### src/rtl/vec_regfile_param.sv
// Scalar + vector register file with registered write-first reads, vlen-masked
// vector writes and a valid/ready element streamer for vector stores.

// One lane: element i of every vector register, with two registered read ports
// and one combinational port for the store streamer.
module vec_regfile_lane #(
  parameter int DW    = 32,
  parameter int NVREG = 4,
  parameter int VAW   = 2
) (
  input  logic           clk,
  input  logic           rst_n,
  input  logic           we,
  input  logic [VAW-1:0] waddr,
  input  logic [DW-1:0]  wdata,
  input  logic [VAW-1:0] raddr1,
  input  logic [VAW-1:0] raddr2,
  input  logic [VAW-1:0] saddr,
  input  logic           rok1,
  input  logic           rok2,
  input  logic           sok,
  output logic [DW-1:0]  rdata1,
  output logic [DW-1:0]  rdata2,
  output logic [DW-1:0]  sdata
);
  logic [NVREG-1:0][DW-1:0] mem;
  logic [DW-1:0]            rd1_nx, rd2_nx;

  // Read muxes: out-of-range addresses read zero, same-cycle write bypasses.
  always_comb begin
    rd1_nx = '0;
    rd2_nx = '0;
    sdata  = '0;
    if (rok1) rd1_nx = (we && waddr == raddr1) ? wdata : mem[raddr1];
    if (rok2) rd2_nx = (we && waddr == raddr2) ? wdata : mem[raddr2];
    if (sok)  sdata  = (we && waddr == saddr)  ? wdata : mem[saddr];
  end

  // Storage; 'we' already folds in address range and vlen mask.
  always_ff @(posedge clk) begin
    if (!rst_n)  mem <= '0;
    else if (we) mem[waddr] <= wdata;
  end

  // Registered read data, sampled every cycle.
  always_ff @(posedge clk) begin
    if (!rst_n) begin
      rdata1 <= '0;
      rdata2 <= '0;
    end else begin
      rdata1 <= rd1_nx;
      rdata2 <= rd2_nx;
    end
  end
endmodule

module vec_regfile_param #(
  parameter  int DW       = 32,
  parameter  int NSREG    = 8,
  parameter  int NVREG    = 4,
  parameter  int VLANES   = 8,
  parameter  int VLEN_IDX = 7,
  localparam int SAW      = $clog2(NSREG),
  localparam int VAW      = $clog2(NVREG),
  localparam int EW       = $clog2(VLANES)
) (
  input  logic                 clk,
  input  logic                 rst_n,
  input  logic [SAW-1:0]       s_raddr1,
  input  logic [SAW-1:0]       s_raddr2,
  output logic [DW-1:0]        s_rdata1,
  output logic [DW-1:0]        s_rdata2,
  input  logic                 s_we,
  input  logic [SAW-1:0]       s_waddr,
  input  logic [DW-1:0]        s_wdata,
  input  logic [VAW-1:0]       v_raddr1,
  input  logic [VAW-1:0]       v_raddr2,
  output logic [VLANES*DW-1:0] v_rdata1,
  output logic [VLANES*DW-1:0] v_rdata2,
  input  logic                 v_we,
  input  logic [VAW-1:0]       v_waddr,
  input  logic [VLANES*DW-1:0] v_wdata,
  input  logic                 v_mask_en,
  output logic [DW-1:0]        vlen,
  input  logic                 st_start,
  input  logic [VAW-1:0]       st_vreg,
  input  logic [EW:0]          st_cnt,
  output logic [DW-1:0]        st_data,
  output logic                 st_valid,
  input  logic                 st_ready,
  output logic                 st_busy,
  output logic                 st_done
);
  localparam logic [VAW:0] NV_W = (VAW+1)'(NVREG);
  localparam logic [EW:0]  VL_W = (EW+1)'(VLANES);

  typedef enum logic [1:0] {ST_IDLE, ST_STREAM, ST_DONE} st_state_t;

  logic [NSREG-1:0][DW-1:0]  sreg;
  logic [VLANES-1:0]         lane_we;
  logic [VLANES-1:0][DW-1:0] lane_rd1, lane_rd2, lane_sd;
  logic                      v_wok, v_rok1, v_rok2, src_ok;

  st_state_t                 state, state_nx;
  logic [VAW-1:0]            vreg_q, src_vreg;
  logic [EW:0]               cnt_q, cnt_in;
  logic [EW-1:0]             idx_q, src_idx;
  logic                      last;

  assign vlen   = sreg[VLEN_IDX];
  assign v_wok  = {1'b0, v_waddr}  < NV_W;
  assign v_rok1 = {1'b0, v_raddr1} < NV_W;
  assign v_rok2 = {1'b0, v_raddr2} < NV_W;

  // Scalar array write port.
  always_ff @(posedge clk) begin
    if (!rst_n)    sreg <= '0;
    else if (s_we) sreg[s_waddr] <= s_wdata;
  end

  // Scalar registered reads with write-first bypass.
  always_ff @(posedge clk) begin
    if (!rst_n) begin
      s_rdata1 <= '0;
      s_rdata2 <= '0;
    end else begin
      s_rdata1 <= (s_we && s_waddr == s_raddr1) ? s_wdata : sreg[s_raddr1];
      s_rdata2 <= (s_we && s_waddr == s_raddr2) ? s_wdata : sreg[s_raddr2];
    end
  end

  // Lane i writes when i < vlen (old vlen, so a same-cycle scalar write to
  // VLEN_IDX cannot move the mask); vlen >= VLANES enables every lane.
  genvar i;
  generate
    for (i = 0; i < VLANES; i++) begin : g_lane
      assign lane_we[i] = v_we && v_wok && (!v_mask_en || (vlen > DW'(i)));
      vec_regfile_lane #(.DW(DW), .NVREG(NVREG), .VAW(VAW)) u_lane (
        .clk    (clk),
        .rst_n  (rst_n),
        .we     (lane_we[i]),
        .waddr  (v_waddr),
        .wdata  (v_wdata[i*DW +: DW]),
        .raddr1 (v_raddr1),
        .raddr2 (v_raddr2),
        .saddr  (src_vreg),
        .rok1   (v_rok1),
        .rok2   (v_rok2),
        .sok    (src_ok),
        .rdata1 (lane_rd1[i]),
        .rdata2 (lane_rd2[i]),
        .sdata  (lane_sd[i])
      );
      assign v_rdata1[i*DW +: DW] = lane_rd1[i];
      assign v_rdata2[i*DW +: DW] = lane_rd2[i];
    end
  endgenerate

  // Element to load into st_data: element 0 of st_vreg on start, else idx+1.
  always_comb begin
    cnt_in   = (st_cnt > VL_W) ? VL_W : st_cnt;
    last     = ({1'b0, idx_q} + (EW+1)'(1)) == cnt_q;
    src_vreg = (state == ST_IDLE) ? st_vreg : vreg_q;
    src_idx  = (state == ST_IDLE) ? '0 : idx_q + EW'(1);
    src_ok   = {1'b0, src_vreg} < NV_W;
  end

  // Streamer state register.
  always_ff @(posedge clk) begin
    if (!rst_n) state <= ST_IDLE;
    else        state <= state_nx;
  end

  // Streamer next-state logic.
  always_comb begin
    state_nx = state;
    case (state)
      ST_IDLE:   if (st_start) state_nx = (cnt_in == '0) ? ST_DONE : ST_STREAM;
      ST_STREAM: if (st_ready && last) state_nx = ST_DONE;
      default:   state_nx = ST_IDLE;
    endcase
  end

  // Streamer outputs.
  always_comb begin
    st_valid = (state == ST_STREAM);
    st_busy  = (state == ST_STREAM);
    st_done  = (state == ST_DONE);
  end

  // Streamer datapath: each element is fetched at the edge it becomes current.
  always_ff @(posedge clk) begin
    if (!rst_n) begin
      vreg_q  <= '0;
      cnt_q   <= '0;
      idx_q   <= '0;
      st_data <= '0;
    end else if (state == ST_IDLE && st_start) begin
      vreg_q  <= st_vreg;
      cnt_q   <= cnt_in;
      idx_q   <= '0;
      st_data <= lane_sd[src_idx];
    end else if (state == ST_STREAM && st_ready && !last) begin
      idx_q   <= src_idx;
      st_data <= lane_sd[src_idx];
    end
  end
endmodule

### config.mk
export PLATFORM = sky130hd
export DESIGN_NAME = vec_regfile_param
export DESIGN_NICKNAME = d
export VERILOG_FILES = /design/src/rtl/vec_regfile_param.sv
export SDC_FILE = /design/constraint.sdc
export NUM_CORES = 2
export LEC_CHECK = 0
export ABC_CLOCK_PERIOD_IN_PS = 2500
export CAP_MARGIN = 5
export CORE_MARGIN = 1.5
export CORE_UTILIZATION = 35
export DETAILED_ROUTE_END_ITERATION = 8
export HOLD_SLACK_MARGIN = 0.08
export SLEW_MARGIN = 15
export SYNTH_ARGS = -nofsm -noshare
export SYNTH_HDL_FRONTEND = slang
export SYNTH_SLANG_ARGS = --single-unit
### constraint.sdc
create_clock -name clk -period 2.5 [get_ports clk]
set_input_delay 0.25 -clock clk [delete_from_list [all_inputs] [get_ports clk]]
set_output_delay 0.25 -clock clk [all_outputs]
set_load 0.01 [all_outputs]
==> summary.md <==
| Metric | Value |
|---|---|
| Vias | 95.1k |
| Starting Density | 0.352 |
| Nets@finish | 12.2k |
| Setup Skew | 0.0654 ns |
| Leakage | 48.5 nW |
| First-pass GRT wire length | 672 mm |
| Syn Area/Cell | 9.43 sq um |
| Root buffer cell | clkbuf_16 |
| Mapped Area | 97200 sq um |
| WHS Path Cells | 4 |
| Clock-pin slew on the worst setup and hold paths | 0.06 ns |
| Sum of negative setup slack | -513.15 ns |
| Critical path's slowest cell | a2111oi_4 |
| Largest net degree at the start of global routing | 169 |
| Flop2flop setup slack | -0.79 ns |
| Area of the multi-input gates | 61000 sq um |
| Area contributors post-synth | dfxtp_1 39%, mux4_2 20%, nand2_1 14%, a21boi_0 12%, clkbuf_1 2.8% |
| Clock buffer depth | 4 |
| Drt first pass iters | 7 |
| Slew headroom | 0.219 |
| Share of the synthesized area in the top cell type | 0.391 |
| Placement Rows | 193 |
| Core area | 276000 sq um |
| Synth warnings | 0 |
| CP max FO | 23 |
| Gpl congestion | 1.02 |
| Seq. cell area | 38000 sq um |
| RSZ-0062 raised after global routing | true |
| Final WL | 508 mm |
| Top FF cell, synth | dfxtp_1 |
| GRT Total Usage | 0.334 |
| Critical path depth in cells | 10 |
| I/O Buffers | 958 |
| Max Cap Viol | 0 |
| HPWL after detailed placement | 337 mm |
| Crit. Startpoint | state[1] |
| Outcome | complete, but fails checks |
| Yosys cell types | 70 |
| Final ANT Viol Nets | 0 |
| Crit-path max cell delay | 0.60 ns |
| CP Buf/Inv Count | 4 |
| FILL cells | 24.5k |
| Synth Instances | 10.3k |
| Placed Instances | 15.0k |
| Final Power | 86.4 mW |
| Final setup margin | -0.794 ns |
| Hold Path Class | in2reg |
| TritonCTS clock tree | built |
| Worst IR Drop VDD | 567 uV |
| Seq/Total Area, Yosys | 0.391 |
| Delay-heaviest family, CP | compound AO/OA/AOI/OAI gates |
| DR vias/cell | 6.03 |
| Die Area | 281000 sq um |
| Fin crit period | 3.29 ns |
| Slew @ Worst Pin | 1.17 ns |
| Worst skew pair latency | 0.95 ns |
| I/O pins | 959 |
| H-tree depth | 4 |
| Final setup violation count | 1576 |
| Failing checks | negative setup slack |
| Endpoint type of the worst setup path | register |
| Critical-path cell list | or3b_4 -> buf_4 -> nand2_8 -> buf_4 -> buf_16 -> a32oi_4 -> mux2_4 -> a2111oi_4 -> buf_4 -> a31oi_4 |
| Startpoint Class | register |
| Vias in the first global route | 88.2k |
| Die width | 530 microns |
| CP arrival | 4.11 ns |
| Clock sinks | 1899 |
| Final hold vios | 0 |
| R2R Path Start | state[1] |
| Fraction of registers with async set/reset | 0 |
| Net Count, Synth | 10.6k |
| WHS | 0.0862 ns |
| CP Data Required Time | 3.32 ns |
| Num CTS Buffers | 220 |
| Highest-count cells in the layout ignoring fill and taps | 3172 x nand2_1, 1894 x dfxtp_1, 1211 x a21boi_0 |
| Post-synth EDFFs | 0 |
| GRT overflow | 0 |
| Synth Register Bits | 1899 |
| Top cell type by total area after synthesis | dfxtp_1 |
| Final period utilization | 1.32 |
| Kind of critical path | reg2reg |
| Initial antenna violation count | 88 |
| Worst R2R Path Depth | 10 |
| DRT iter0 DRCs | 13.1k |
| Final Max Slew Viols | 0 |
| Area Growth Syn to Fin | 41.0% |
| Routed length per instance | 32.2 microns |
| Die height | 530 microns |
| Critical path capture point | st_data[20] |
| Fmax | 0.304 GHz |
| DRC errors left | 0 |
| Final Non-Filler Cells | 15.8k |
| Pwr Density | 631 nW/um^2 |
| Layout cell share with drive strength beyond 1 | 0.298 |
| Commonest non-fill, non-tap cell in the layout | nand2_1 |
| Most frequent cell on the critical path | buf_4 |
| Reg2reg end | st_data[20] |
==> sequential cells by signal, indices dropped and copies added (netlist names) <==
name	flops
s_rdata2	32
g_lane.u_lane.rdata1	256
st_data	32
state	2
cnt_q	4
s_rdata1	32
vreg_q	2
g_lane.u_lane.mem	1024
g_lane.u_lane.rdata2	256
sreg	224
idx_q	3
vlen	32
==> worst min-delay path by stage <==
stage | start | endpoint
floorplan | v_wdata[68] | g_lane[2].u_lane.mem[100]
global placement | vreg_q[0] | vreg_q[0]
detailed placement | sreg[149] | sreg[149]
CTS | st_cnt[0] | cnt_q[0]
global route | v_wdata[17] | g_lane[0].u_lane.mem[81]
finish | v_wdata[17] | g_lane[0].u_lane.mem[113]
==> logic make-up (layout without fill, tap and decap cells) <==
family / after synthesis / count (layout) / share of synthesized area
adders and majority gates: 1 / 1 / 0.000129
other: 0 / 47 / 0
muxes: 1165 / 1165 / 0.233
xor gates and xnor gates: 16 / 16 / 0.00144
buffers and inverters: 993 / 2694 / 0.0417
AOI/OAI and AO/OA: 2293 / 2294 / 0.172
DFF: 1899 / 1899 / 0.391
and+or+nand+nor: 3938 / 3951 / 0.161
==> what timing repair did <==
| item | in CTS | in global routing |
|---|---|---|
| resized for setup | 547 | 1339 |
| setup endpoints to repair | 1574 | 1578 |
| hold endpoints to repair | 439 | 0 |
| pin swaps | 133 | 610 |
| hold buffers | 26 | 0 |
| setup buffers | 91 | 156 |
| gates cloned | 34 | 89 |
==> layer usage <==
layer	global-route usage	share of wire
met4	0.223	0.086
met2	0.497	0.42
met1	0.397	0.34
met5	0	0.0014
met3	0.130	0.14
==> synth_stat cells, types with 10 or more instances <==
library cell and count:
buf_4 49, buf_1 106, a211o_1 16, nor2b_1 104, nand4_1 43, o22a_1 15, and3_1 32, nand2_1 3525
mux2_4 10, o211a_1 64, a2111oi_2 10, dfxtp_1 1899, o31ai_1 15, a21boi_0 1576, a211oi_1 19, a31oi_1 32
mux4_2 864, inv_1 19, clkbuf_1 734, nand3_1 95, mux2_2 83, a21boi_1 124, mux2i_1 208, a21oi_1 103
buf_2 80, nor3_1 12, a2111oi_0 21, a32oi_1 31, nor2_1 77, a221oi_1 16, o21ai_0 227
==> report_power, final <==
part           total, mW  switching, mW  leakage (nW)  internal [mW]
Clock               35.4           14.5          3.82           20.9
Sequential          32.5           1.02          15.4           31.4
Combinational       18.5           10.4          29.3           8.10
Total               86.4           26.0          48.5           60.5
==> worst reg2reg max path: stages, from the launching register on <==
cell and delay, ns:
dfxtp_2 0.35, or3b_4 0.43, buf_4 0.17, nand2_8 0.20, buf_4 0.19, buf_16 0.24, a32oi_4 0.30, mux2_4 0.38
a2111oi_4 0.61, buf_4 0.25, a31oi_4 0.08
==> through the flow <==
stage                util  setup WS (ns)  area [sq um]
global placement    0.427          -2.09        118000
finish              0.496         -0.794        137000
global route        0.496         -0.770        137000
floorplan               -        -0.0552         97400
detailed placement  0.427          -1.83        118000
CTS                 0.471         -0.644        130000
==> layout make-up <==
cell class                 count  share of cell area
timing repair buffer        2275               0.185
antenna                       47            0.000858
multi-input combinational   7427               0.445
clock inverter               116              0.0118
inverter                      19            0.000520
sequential                  1899               0.277
tap                         3705              0.0338
clock buffer                 284              0.0452
Power figures use the tool's default switching activity.
